<file path="src/rtl/timer_pkg.sv">
// timer_pkg: shared types and constants for the delay-timer controller.
//   timer_state_t   : controller state encoding
//   DELAY_W         : width of the downstream shift/count register
//   DEFAULT_PATTERN : start pattern searched for in the serial stream (MSB first)
package timer_pkg;

    typedef enum logic [1:0] {
        SRCH  = 2'd0,
        SHIFT = 2'd1,
        COUNT = 2'd2,
        DONE  = 2'd3
    } timer_state_t;

    localparam int         DELAY_W         = 4;
    localparam logic [3:0] DEFAULT_PATTERN = 4'b1101;

endpackage

</file>
<file path="src/rtl/timer_prescaler.sv">
// timer_prescaler: free-running 0..PERIOD-1 counter that paces count steps.
//   clk, reset : clock, synchronous active-high reset
//   clear      : forces the count to 0 (takes priority over enable)
//   enable     : advance the count this cycle, wrapping after PERIOD-1
//   wrap       : high while count == PERIOD-1
//   count      : current prescaler value, width $clog2(PERIOD)
module timer_prescaler #(
    parameter int PERIOD = 1000
) (
    input  logic                      clk,
    input  logic                      reset,
    input  logic                      clear,
    input  logic                      enable,
    output logic                      wrap,
    output logic [$clog2(PERIOD)-1:0] count
);

    localparam int W = $clog2(PERIOD);

    assign wrap = (count == W'(PERIOD - 1));

    always_ff @(posedge clk) begin
        if (reset || clear) begin
            count <= '0;
        end else if (enable) begin
            count <= wrap ? '0 : count + 1'b1;
        end
    end

endmodule

</file>
<file path="src/rtl/timer_ctrl.sv">
// timer_ctrl: control FSM for the delay timer. Finds PATTERN in the serial
// data stream, strobes shift_ena for SHIFT_LEN cycles to load the delay into
// the downstream shift/count register, then issues one count_ena every PERIOD
// cycles until the register reads 0, and finally holds done until ack.
//   clk, reset : clock, synchronous active-high reset
//   abort      : (only with TIMER_CTRL_ABORT_EN) cancel SHIFT/COUNT, back to SRCH
//   data       : serial stream (also feeds the shift/count register)
//   q_in       : current value of the shift/count register
//   ack        : acknowledge of done
//   shift_ena  : load strobe to the register
//   count_ena  : single-cycle decrement strobe to the register
//   counting   : high while in COUNT
//   done       : high while in DONE
// Build option: define TIMER_CTRL_ABORT_EN to add the abort input.
//
// state | meaning
// SRCH  | shifting data into the history, looking for PATTERN
// SHIFT | shift_ena high, loading SHIFT_LEN bits into the register
// COUNT | prescaler running, decrementing the register each period
// DONE  | delay expired, done held until ack
module timer_ctrl
    import timer_pkg::*;
#(
    parameter int         PERIOD    = 1000,
    parameter logic [3:0] PATTERN   = DEFAULT_PATTERN,
    parameter int         SHIFT_LEN = 4
) (
    input  logic               clk,
    input  logic               reset,
`ifdef TIMER_CTRL_ABORT_EN
    input  logic               abort,
`endif
    input  logic               data,
    input  logic [DELAY_W-1:0] q_in,
    input  logic               ack,
    output logic               shift_ena,
    output logic               count_ena,
    output logic               counting,
    output logic               done
);

    localparam int PRESC_W = $clog2(PERIOD);
    localparam int SH_W    = $clog2(SHIFT_LEN + 1);

    timer_state_t        state;
    timer_state_t        next_state;
    // The three oldest bits are stored; together with the live data bit they
    // form the 4-bit history window, so a match on the bit sampled at an edge
    // moves the FSM at that same edge.
    logic [2:0]          hist;
    logic [3:0]          window;
    logic                match;
    logic [SH_W-1:0]     sh_cnt;
    logic                sh_last;
    logic                presc_clear;
    logic                presc_en;
    logic                presc_wrap;
    logic [PRESC_W-1:0]  presc_cnt;
    logic                period_end;
    logic                abort_hit;

`ifdef TIMER_CTRL_ABORT_EN
    assign abort_hit = abort && ((state == SHIFT) || (state == COUNT));
`else
    assign abort_hit = 1'b0;
`endif

    assign window     = {hist, data};
    assign match      = (state == SRCH) && (window == PATTERN);
    assign sh_last    = (sh_cnt == SH_W'(SHIFT_LEN - 1));
    assign period_end = presc_wrap && (presc_cnt == PRESC_W'(PERIOD - 1));

    // Held at 0 outside COUNT so COUNT always starts a fresh period.
    assign presc_clear = (state != COUNT) || abort_hit;
    assign presc_en    = (state == COUNT);

    timer_prescaler #(
        .PERIOD (PERIOD)
    ) u_presc (
        .clk    (clk),
        .reset  (reset),
        .clear  (presc_clear),
        .enable (presc_en),
        .wrap   (presc_wrap),
        .count  (presc_cnt)
    );

    always_ff @(posedge clk) begin
        if (reset) begin
            state <= SRCH;
        end else begin
            state <= next_state;
        end
    end

    always_comb begin
        next_state = state;
        case (state)
            SRCH: begin
                if (match) next_state = SHIFT;
            end
            SHIFT: begin
                if (abort_hit)    next_state = SRCH;
                else if (sh_last) next_state = COUNT;
            end
            COUNT: begin
                if (abort_hit)                         next_state = SRCH;
                else if (period_end && (q_in == '0))   next_state = DONE;
            end
            DONE: begin
                if (ack) next_state = SRCH;
            end
            default: next_state = SRCH;
        endcase
    end

    always_comb begin
        shift_ena = (state == SHIFT);
        counting  = (state == COUNT);
        done      = (state == DONE);
        count_ena = (state == COUNT) && period_end && (q_in != '0) && !abort_hit;
    end

    always_ff @(posedge clk) begin
        if (reset) begin
            hist   <= '0;
            sh_cnt <= '0;
        end else begin
            if (abort_hit || ((state == DONE) && ack)) begin
                hist <= '0;
            end else if (state == SRCH) begin
                hist <= window[2:0];
            end

            if ((state == SHIFT) && !sh_last && !abort_hit) begin
                sh_cnt <= sh_cnt + 1'b1;
            end else begin
                sh_cnt <= '0;
            end
        end
    end

endmodule

</file>
<file path="config.mk">
export PLATFORM = sky130hd
export DESIGN_NAME = timer_ctrl
export DESIGN_NICKNAME = d
export VERILOG_FILES = /design/src/rtl/timer_pkg.sv /design/src/rtl/timer_prescaler.sv /design/src/rtl/timer_ctrl.sv
export SDC_FILE = /design/constraint.sdc
export NUM_CORES = 1
export LEC_CHECK = 0
export ABC_AREA = 1
export CAP_MARGIN = 30
export CORE_MARGIN = 5
export CORE_UTILIZATION = 55
export CTS_BUF_LIST = sky130_fd_sc_hd__clkbuf_2
export CTS_CLUSTER_DIAMETER = 60
export DETAILED_ROUTE_END_ITERATION = 16
export GPL_TIMING_DRIVEN = 1
export PLACE_DENSITY = 0.77
export SLEW_MARGIN = 20
export SYNTH_ARGS = -nofsm -noshare
export SYNTH_HDL_FRONTEND = slang
export SYNTH_SLANG_ARGS = --single-unit
</file>
<file path="constraint.sdc">
create_clock -name clk -period 1.9 [get_ports clk]
set_input_delay 0.285 -clock clk [delete_from_list [all_inputs] [get_ports clk]]
set_output_delay 0.285 -clock clk [all_outputs]
set_load 0.05 [all_outputs]
</file>
=== Yosys cells after proc, flatten, opt, wreduce, memory -nomap -nowiden ===
Cells that the tools add are included.

* Output and inout port bits: 4
* Memory bits (read-only): 0
* Flip-flop bits (word level): 18
* Memories kept: 0
* Memory bits (writable): 0
* Bits in latches: 0

* Eq/ne operators: 11
* Div/mod/pow operators: 0
* Multipliers: 0
* Bitwise logic cells: 1
* Add/sub/neg operators: 2
* Reduce and logical (&&, ||, !) cells: 14
* $lt $le $gt $ge: 0
* Mux-type cells: 6
* Shift-type cells: 0

{| class="wikitable"
|+ Operators with widths
! kind !! number
|-
| $add A10 B1 Y10 const B || 1
|-
| $eq A10 B10 Y1 const B || 1
|-
| $mux W10 || 1
|-
| $mux W2 || 4
|-
| $pmux W2 S4 || 1
|-
| $logic_and A1 B1 Y1 || 6
|-
| $ne A2 B2 Y1 const B || 3
|-
| $eq A2 B2 Y1 const B || 2
|-
| $eq A4 B4 Y1 const B || 1
|-
| $logic_not A4 Y1 || 1
|-
| $ne A2 B1 Y1 const B || 2
|-
| $reduce_and A4 Y1 || 1
|-
| $reduce_bool A4 Y1 || 1
|-
| $reduce_or A2 Y1 || 2
|-
| $add A3 B1 Y3 const B || 1
|-
| $eq A3 B2 Y1 const B || 1
|-
| $eq A2 B1 Y1 const B || 1
|-
| $logic_not A2 Y1 || 1
|-
| $logic_not A1 Y1 || 1
|-
| $logic_or A1 B1 Y1 || 1
|-
| $not A1 Y1 || 1
|}

=== Logic depth before layout (Yosys ltp) ===
Gate-level depths: netlist of the first run.

* Depth after elaboration: 5
* Mapped depth: 10

=== Hierarchy ===
Synthesis of the first run repeated with hierarchy kept, for this count alone.

* Cells, all modules: 147
* Area total of the unflattened synthesis: 1018.5 µm²

{| class="wikitable"
|+ By module, submodules not included
! module !! area each (µm²) !! instances !! seq. area each (µm²) !! cells an instance
|-
| timer_prescaler || 519.2 || 1 || 200.2 || 72
|-
| timer_ctrl || 499.2 || 1 || 160.2 || 75
|}

=== Least setup slack after synthesis of the first run ===
Ideal clock, no wire load.

* Path kind: register to output
* Start point: reg state[0]
* End point: out count_ena
* Stages on the path, launching flop included: 7
* Arrival: 1.935 ns
* Buffers on the path: 0
* Slack: -0.320 ns
* Path through: dfxtp_1 inv_1 ha_1 inv_1 a21oi_1 inv_1 nor2_1

* Word-level cells in the longest chain between the ends: 3

{| class="wikitable"
|+ RTL lines
! item !! line !! text
|-
| from (decl) || timer_ctrl.sv:45 || <nowiki>timer_state_t state;</nowiki>
|-
| from (signal assigned) || timer_ctrl.sv:92 || <nowiki>state <= next_state;</nowiki>
|-
| $eq A2 B2 Y1 || -- ||
|-
| net counting || timer_ctrl.sv:38 || <nowiki>output logic counting,</nowiki>
|-
| $logic_and A1 B1 Y1 (2 in series) || timer_ctrl.sv:121 || <nowiki>count_ena = (state == COUNT) && period_end && (q_in != '0) && !abort_hit;</nowiki>
|-
| to (decl) || timer_ctrl.sv:37 || <nowiki>output logic count_ena,</nowiki>
|}

The timed path passes the listed nets, and every way through them passes these cells.

=== Worst setup path after layout of the first run ===
* Start point: reg state[0]
* End point: out count_ena

* Word-level cells in the longest chain between the ends: 3

{| class="wikitable"
|+ RTL lines
! item !! line
|-
| $eq A2 B2 Y1 || timer_ctrl.sv:121
|-
| $logic_and A1 B1 Y1 (2 in series) || timer_ctrl.sv:121
|}

No other way between the ends.

==> results of run 1 <==
==> cells in the mapped netlist (all sizes together) <==
cell type / n
or2: 1
inv: 21
dfxtp: 18
nand2: 23
o21ai: 1
nor3: 2
nor2: 27
xor2: 3
o21bai: 1
nand3: 5
ha: 8
nand4: 1
xnor2: 2
a21oi: 7
==> power groups by stage <==
| stage | sequential [mW] | clock, mW | combinational (mW) |
|---|---|---|---|
| global route | 0.448 | 0.195 | 0.255 |
| global placement | 0.443 | 0 | 0.210 |
| detailed placement | 0.444 | 0 | 0.218 |
| floorplan | 0.439 | 0 | 0.164 |
| CTS | 0.437 | 0.177 | 0.224 |
| finish | 0.440 | 0.167 | 0.223 |
==> cell type report <==
cell class | instances | area [um^2]
multi-input combinational | 81 | 485
fill | 150 | 453
sequential | 18 | 365
timing repair buffer | 12 | 120
inverter | 21 | 78.8
tap | 16 | 20.0
clock buffer | 3 | 15.0
clock inverter | 1 | 3.75
==> per-layer routing <==
metal  wire length [um]  vias to the layer above  track usage (%)  part of all wire (%)
met3                 47                        5             3.85                   3.0
li1                   -                      398                -                     -
met5                  0                        -                0                     0
met2                821                        7             23.6                    52
met4                 38                        0             8.94                   2.4
met1                659                      333             14.6                    42
==> stage by stage <==
step	cell area, um^2	setup TNS (ns)	setup WS (ns)	hold WS [ns]	std cells
after global routing	1090	-0.000873	-0.000873	0.443	152
after global placement	1040	0	0.301	0.408	147
after floorplan	911	0	0.0736	0.399	120
final	1090	0	0.133	0.425	152
after CTS	1070	0	0.0202	0.438	151
after detailed placement	1040	0	0.275	0.417	147
==> worst paths after layout <==
| path | startpoint | endpoint | depth (start not counted) |
|---|---|---|---|
| worst max register to register | state[1] | state[1] | 10 |
| worst min-delay path | u_presc.count[0] | u_presc.count[0] | 1 |
| worst max-delay path | state[0] | count_ena | 7 |
| worst min register to register | u_presc.count[0] | u_presc.count[0] | 1 |
==> cell families (layout without fill, tap and decap cells) <==
group | count (synthesis) | count (layout)
xor gates and xnor gates | 5 | 5
and+or+nand+nor | 59 | 59
DFF | 18 | 18
buffers and inverters | 21 | 37
adders and majority gates | 8 | 8
AOI/OAI and AO/OA | 9 | 9
==> sequential cells by signal, indices dropped and copies added (netlist names) <==
register,count
hist,3
sh_cnt,3
state,2
u_presc.count,10
==> repair_timing <==
action,4_1_cts,5_1_grt
buffers inserted,0,1
pin swaps,0,2
gates resized for setup,2,5
setup endpoints to repair,1,1
==> summary.md, run 1 <==
| Metric | Value |
|---|---|
| GRT overflow | 0 |
| Largest net degree at the start of global routing | 11 |
| Antenna cells | 0 |
| Leak Pwr | 0.443 nW |
| PortBufs | 11 |
| Initial antenna violation count | 0 |
| Mapped Cells | 120 |
| Final core utilization | roughly 70% |
| Ys Warns | 0 |
| Row count | 14 |
| #FFs+latches synth | 18 |
| Critical path class | reg2out |
| CTS tree | yes |
| Synth Area in Compound Gates | about 5.2% |
| Starting DRC count in detailed routing | 8 |
| Final net count | roughly 150 |
| Core region area | around 1500 um^2 |
| DRT Pass-1 Iters | 4 |
| Worst-case clock buffer depth | 2 |
| Final setup viols | 0 |
| Vias in the first global route | 699 |
| Layout area overhead | 20.2% |
| Mux contribution to synthesized area | 0% |
| Remaining DRCs | 0 |
| Worst min path class | reg2reg |
| Final Hold Fails | 0 |
| Total routing usage reported by global routing | between 10% and 20% |
| Cell Chain, Critical Path | inv_2, ha_4, inv_1, a21oi_2, inv_1, nor2_2, buf_12 |
| Switching power | ~0.28 mW |
| Cell mode on critical path | inv_1 |
| Top delay family on crit path | buffers and inverters |
| Fin crit period | ~1.8 ns |
| Reg power frac | a little over half |
| H-tree depth | 1 |
| RePlAce Congestion | between 0.7 and 0.8 |
| Die ar. | between 2000 and 3000 um^2 |
| Adder-cell share of the synthesized area | around 11% |
| Switching Share | 34.1% |
| Top post-synthesis cells by area | dfxtp_1 40%, ha_1 11%, nor2_1 9.1% |
| Pwr Density | between 700 and 800 nW/um^2 |
| Startpoint types | flip-flop |
| Slew Limit Fails | 0 |
| Share of layout cells above drive strength 1 | approximately a fifth |
| Most frequent cells in the layout | 21 x nor2_1, 20 x nand2_1, 19 x inv_1 |
| DP HPWL | ~1.3 mm |
| Internal | about 0.55 mW |
| Final Skew | 0.0128 ns |
| Crit. End Element | output port |
| WP data required | between 1.5 and 2 ns |
| Synth Area in Simple Gates | approximately 30% |
| Count of cell types in the netlist | 19 |
| Comb pwr share | between 20% and 30% |
| Clock power frac | 20.1% |
| Buf/Inv on CP | 4 |
| Period utilization | between 90 and 100% |
| Commonest non-fill, non-tap cell in the layout | nor2_1 |
| Root Buffer | clkbuf_2 |
| Avg Cell Area, Syn | 7.55 um^2 |
| Xor-xnor portion of the synthesized cell area | just under 5% |
| Die Height | slightly above 50 um |
| Hold_buf cts | 0 |
| CTS buffer count | 3 |
| First-pass GRT wire length | roughly 2.7 mm |
| Worst slew margin | between 80 and 90% |
| Largest family of logic cells by synthesized area | simple AND/OR/NAND/NOR gates |
| I/O Pins | 12 |
| Remaining antenna violation count | 0 |
| Max_cap viols | 0 |
| Clk sinks | 18 |
| Final WL | approximately 1.6 mm |
| WP data arrival | around 1.5 ns |
| Worst vdd ir | between 0.4 and 0.5 mV |
| Status | completed |
| Worst Tran Pin Value | a little under 0.2 ns |
| Skew-Pair Late Insertion Delay | between 0.3 and 0.4 ns |
| Crit path largest cell delay | 0.37 ns |
| Yosys top cell by area | dfxtp_1 |
| Synthesized Nets | approximately 140 |
| Post-synth top area share | between 30% and 40% |
| Power consumption | 0.830 mW |
| Post-Syn Area | 906 um^2 |
| Register area share after synthesis | between 30% and 40% |
| Initial Util | about three fifths |
| Critical path's slowest cell | dfxtp_2 |
| Worst-path clk slew | between 0.15 and 0.2 ns |
| Worst-path fanout max | 5 |
| Vias per std cell | 4.89 |
| Reg2reg setup slack | 0.36 ns |
| Avg WL per Cell | 10.3 um |
| Via count | around 740 |
| Fmax | ~570 MHz |
| Die Width | 50.6 um |
No activity file was read; power rests on OpenSTA's default activity.
==> run 2, diff against run 1 <==
CORE_UTILIZATION = 27   (was 55)
PLACE_DENSITY = 0.42   (was 0.77)
==> summary.md, run 2 (synthesis results as in run 1) <==
| Metric | Value |
|---|---|
| Biggest regs | u_presc.count x10, hist x3, sh_cnt x3 |
| Most frequent cells in the layout | 21 x nor2_1, 20 x nand2_1, 19 x inv_1 |
| Startpoint types | flip-flop |
| Row count | 21 |
| Initial Util | ~28% |
| FF-to-FF Start | state[1] |
| Final Skew | about 0.025 ns |
| Skew-Pair Late Insertion Delay | about 0.31 ns |
| RePlAce Congestion | a little under 0.7 |
| Final net count | 153 |
| Biggest register | u_presc.count |
| Root Buffer | clkbuf_2 |
| Post-DP Area | around 1100 um^2 |
| Clk sinks | 18 |
| Worst Tran Pin Value | approximately 0.2 ns |
| Period utilization | between 90% and 100% |
| CTS tree | yes |
| Remaining antenna violation count | 0 |
| Hold Path Origin | u_presc.count[0] |
| Worst-path fanout max | 5 |
| Critical path class | reg2out |
| Hold_buf cts | 0 |
| Total routing usage reported by global routing | 8.15% |
| Hold path depth | 1 |
| Status | completed |
| WP data required | 1.62 ns |
| Post-route insts no fill | approximately 180 |
| Final WL | roughly 1.6 mm |
| WP data arrival | around 1.5 ns |
| Die Height | between 60 and 70 um |
| Worst min path class | reg2reg |
| Cell count of the worst reg-to-reg path | 10 |
| Die ar. | 4610 um^2 |
| Avg WL per Cell | ~9.0 um |
| Antenna cells | 0 |
| Final setup viols | 0 |
| Vias in the first global route | 711 |
| RSZ-0062 raised after global routing | false |
| Max reg flops | 10 |
| Die Width | just under 70 um |
| Leak Pwr | 0.441 nW |
| Hold EP | u_presc.count[0] |
| Share of layout cells above drive strength 1 | around 18% |
| Dpl cells | 177 |
| Final Hold Fails | 0 |
| Worst vdd ir | around 0.19 mV |
| Setup TNS | 0 ns |
| Final instance area | ~1100 um^2 |
| Initial antenna violation count | 0 |
| PortBufs | 11 |
| Remaining DRCs | 0 |
| Pwr Density | about 730 nW/um^2 |
| Core region area | approximately 3300 um^2 |
| FF-to-FF End | state[1] |
| I/O Pins | 12 |
| Fin crit period | about 1.8 ns |
| Worst slew margin | between 80 and 90% |
| CTS buffer count | 3 |
| Fmax | 569 MHz |
| Vias per std cell | about 3.8 |
| Max_cap viols | 0 |
| Crit path from | state[0] |
| H-tree depth | 1 |
| Crit. End Element | output port |
| Hold Slack | roughly 0.43 ns |
| Worst-case clock buffer depth | 2 |
| Layout area overhead | 23.9% |
| DP HPWL | about 1.3 mm |
| Largest net degree at the start of global routing | 11 |
| Reg2reg setup slack | approximately 0.32 ns |
| GRT overflow | 0 |
| Via count | 700 |
| Commonest non-fill, non-tap cell in the layout | nor2_1 |
| Starting DRC count in detailed routing | 32 |
| DRT Pass-1 Iters | 4 |
| Worst-path clk slew | 0.19 ns |
| First-pass GRT wire length | around 2.9 mm |
| Slew Limit Fails | 0 |
run 2: what timing repair did:
action | CTS | global route
resized for setup | 2 | 2
pin swaps | 2 | 1
setup endpoints to repair | 1 | 1
buffers inserted | 1 | 0
run 2: power by group:
part / switching [mW] / total [mW] / internal [mW]
registers: 0.0246 / 0.438 / 0.414
logic: 0.135 / 0.220 / 0.0850
clock network: 0.119 / 0.165 / 0.0457
run 2: worst max path at each step:
stage	to	slack [ns]	cells past startpoint
floorplan	count_ena	0.07	6
global placement	count_ena	0.30	6
detailed placement	count_ena	0.27	6
CTS	count_ena	0.06	6
global route	count_ena	0.007	6
finish	count_ena	0.14	7
run 2: stage by stage:
stage | power, mW | util (%) | worst slack, ns
detailed placement | 0.661 | 32.9 | 0.270
floorplan | 0.603 | - | 0.0736
finish | 0.823 | 34.2 | 0.142
global placement | 0.659 | 32.9 | 0.299
CTS | 0.838 | 34.0 | 0.0598
global route | 0.891 | 34.2 | 0.00696
run 2: layer usage:
metal,global-route usage (%),wire (um),up-vias
met5,0,0,-
met4,4.47,19,0
met3,2.30,130,2
met2,11.7,591,11
met1,10.9,897,293
li1,-,-,394
run 2: final cells by class:
class                      instances  area [um^2]
tap                               46         57.6
fill                             346         2160
multi-input combinational         81          485
clock inverter                     1         3.75
timing repair buffer              12          120
clock buffer                       3         15.0
inverter                          21         78.8
sequential                        18          362
run 2: critical path: stages, from the launching register on:
cell and delay, ns:
dfxtp_1 0.37, inv_2 0.11, ha_4 0.17, inv_1 0.06
a21oi_2 0.13, inv_1 0.06, nor2_2 0.14, buf_12 0.15
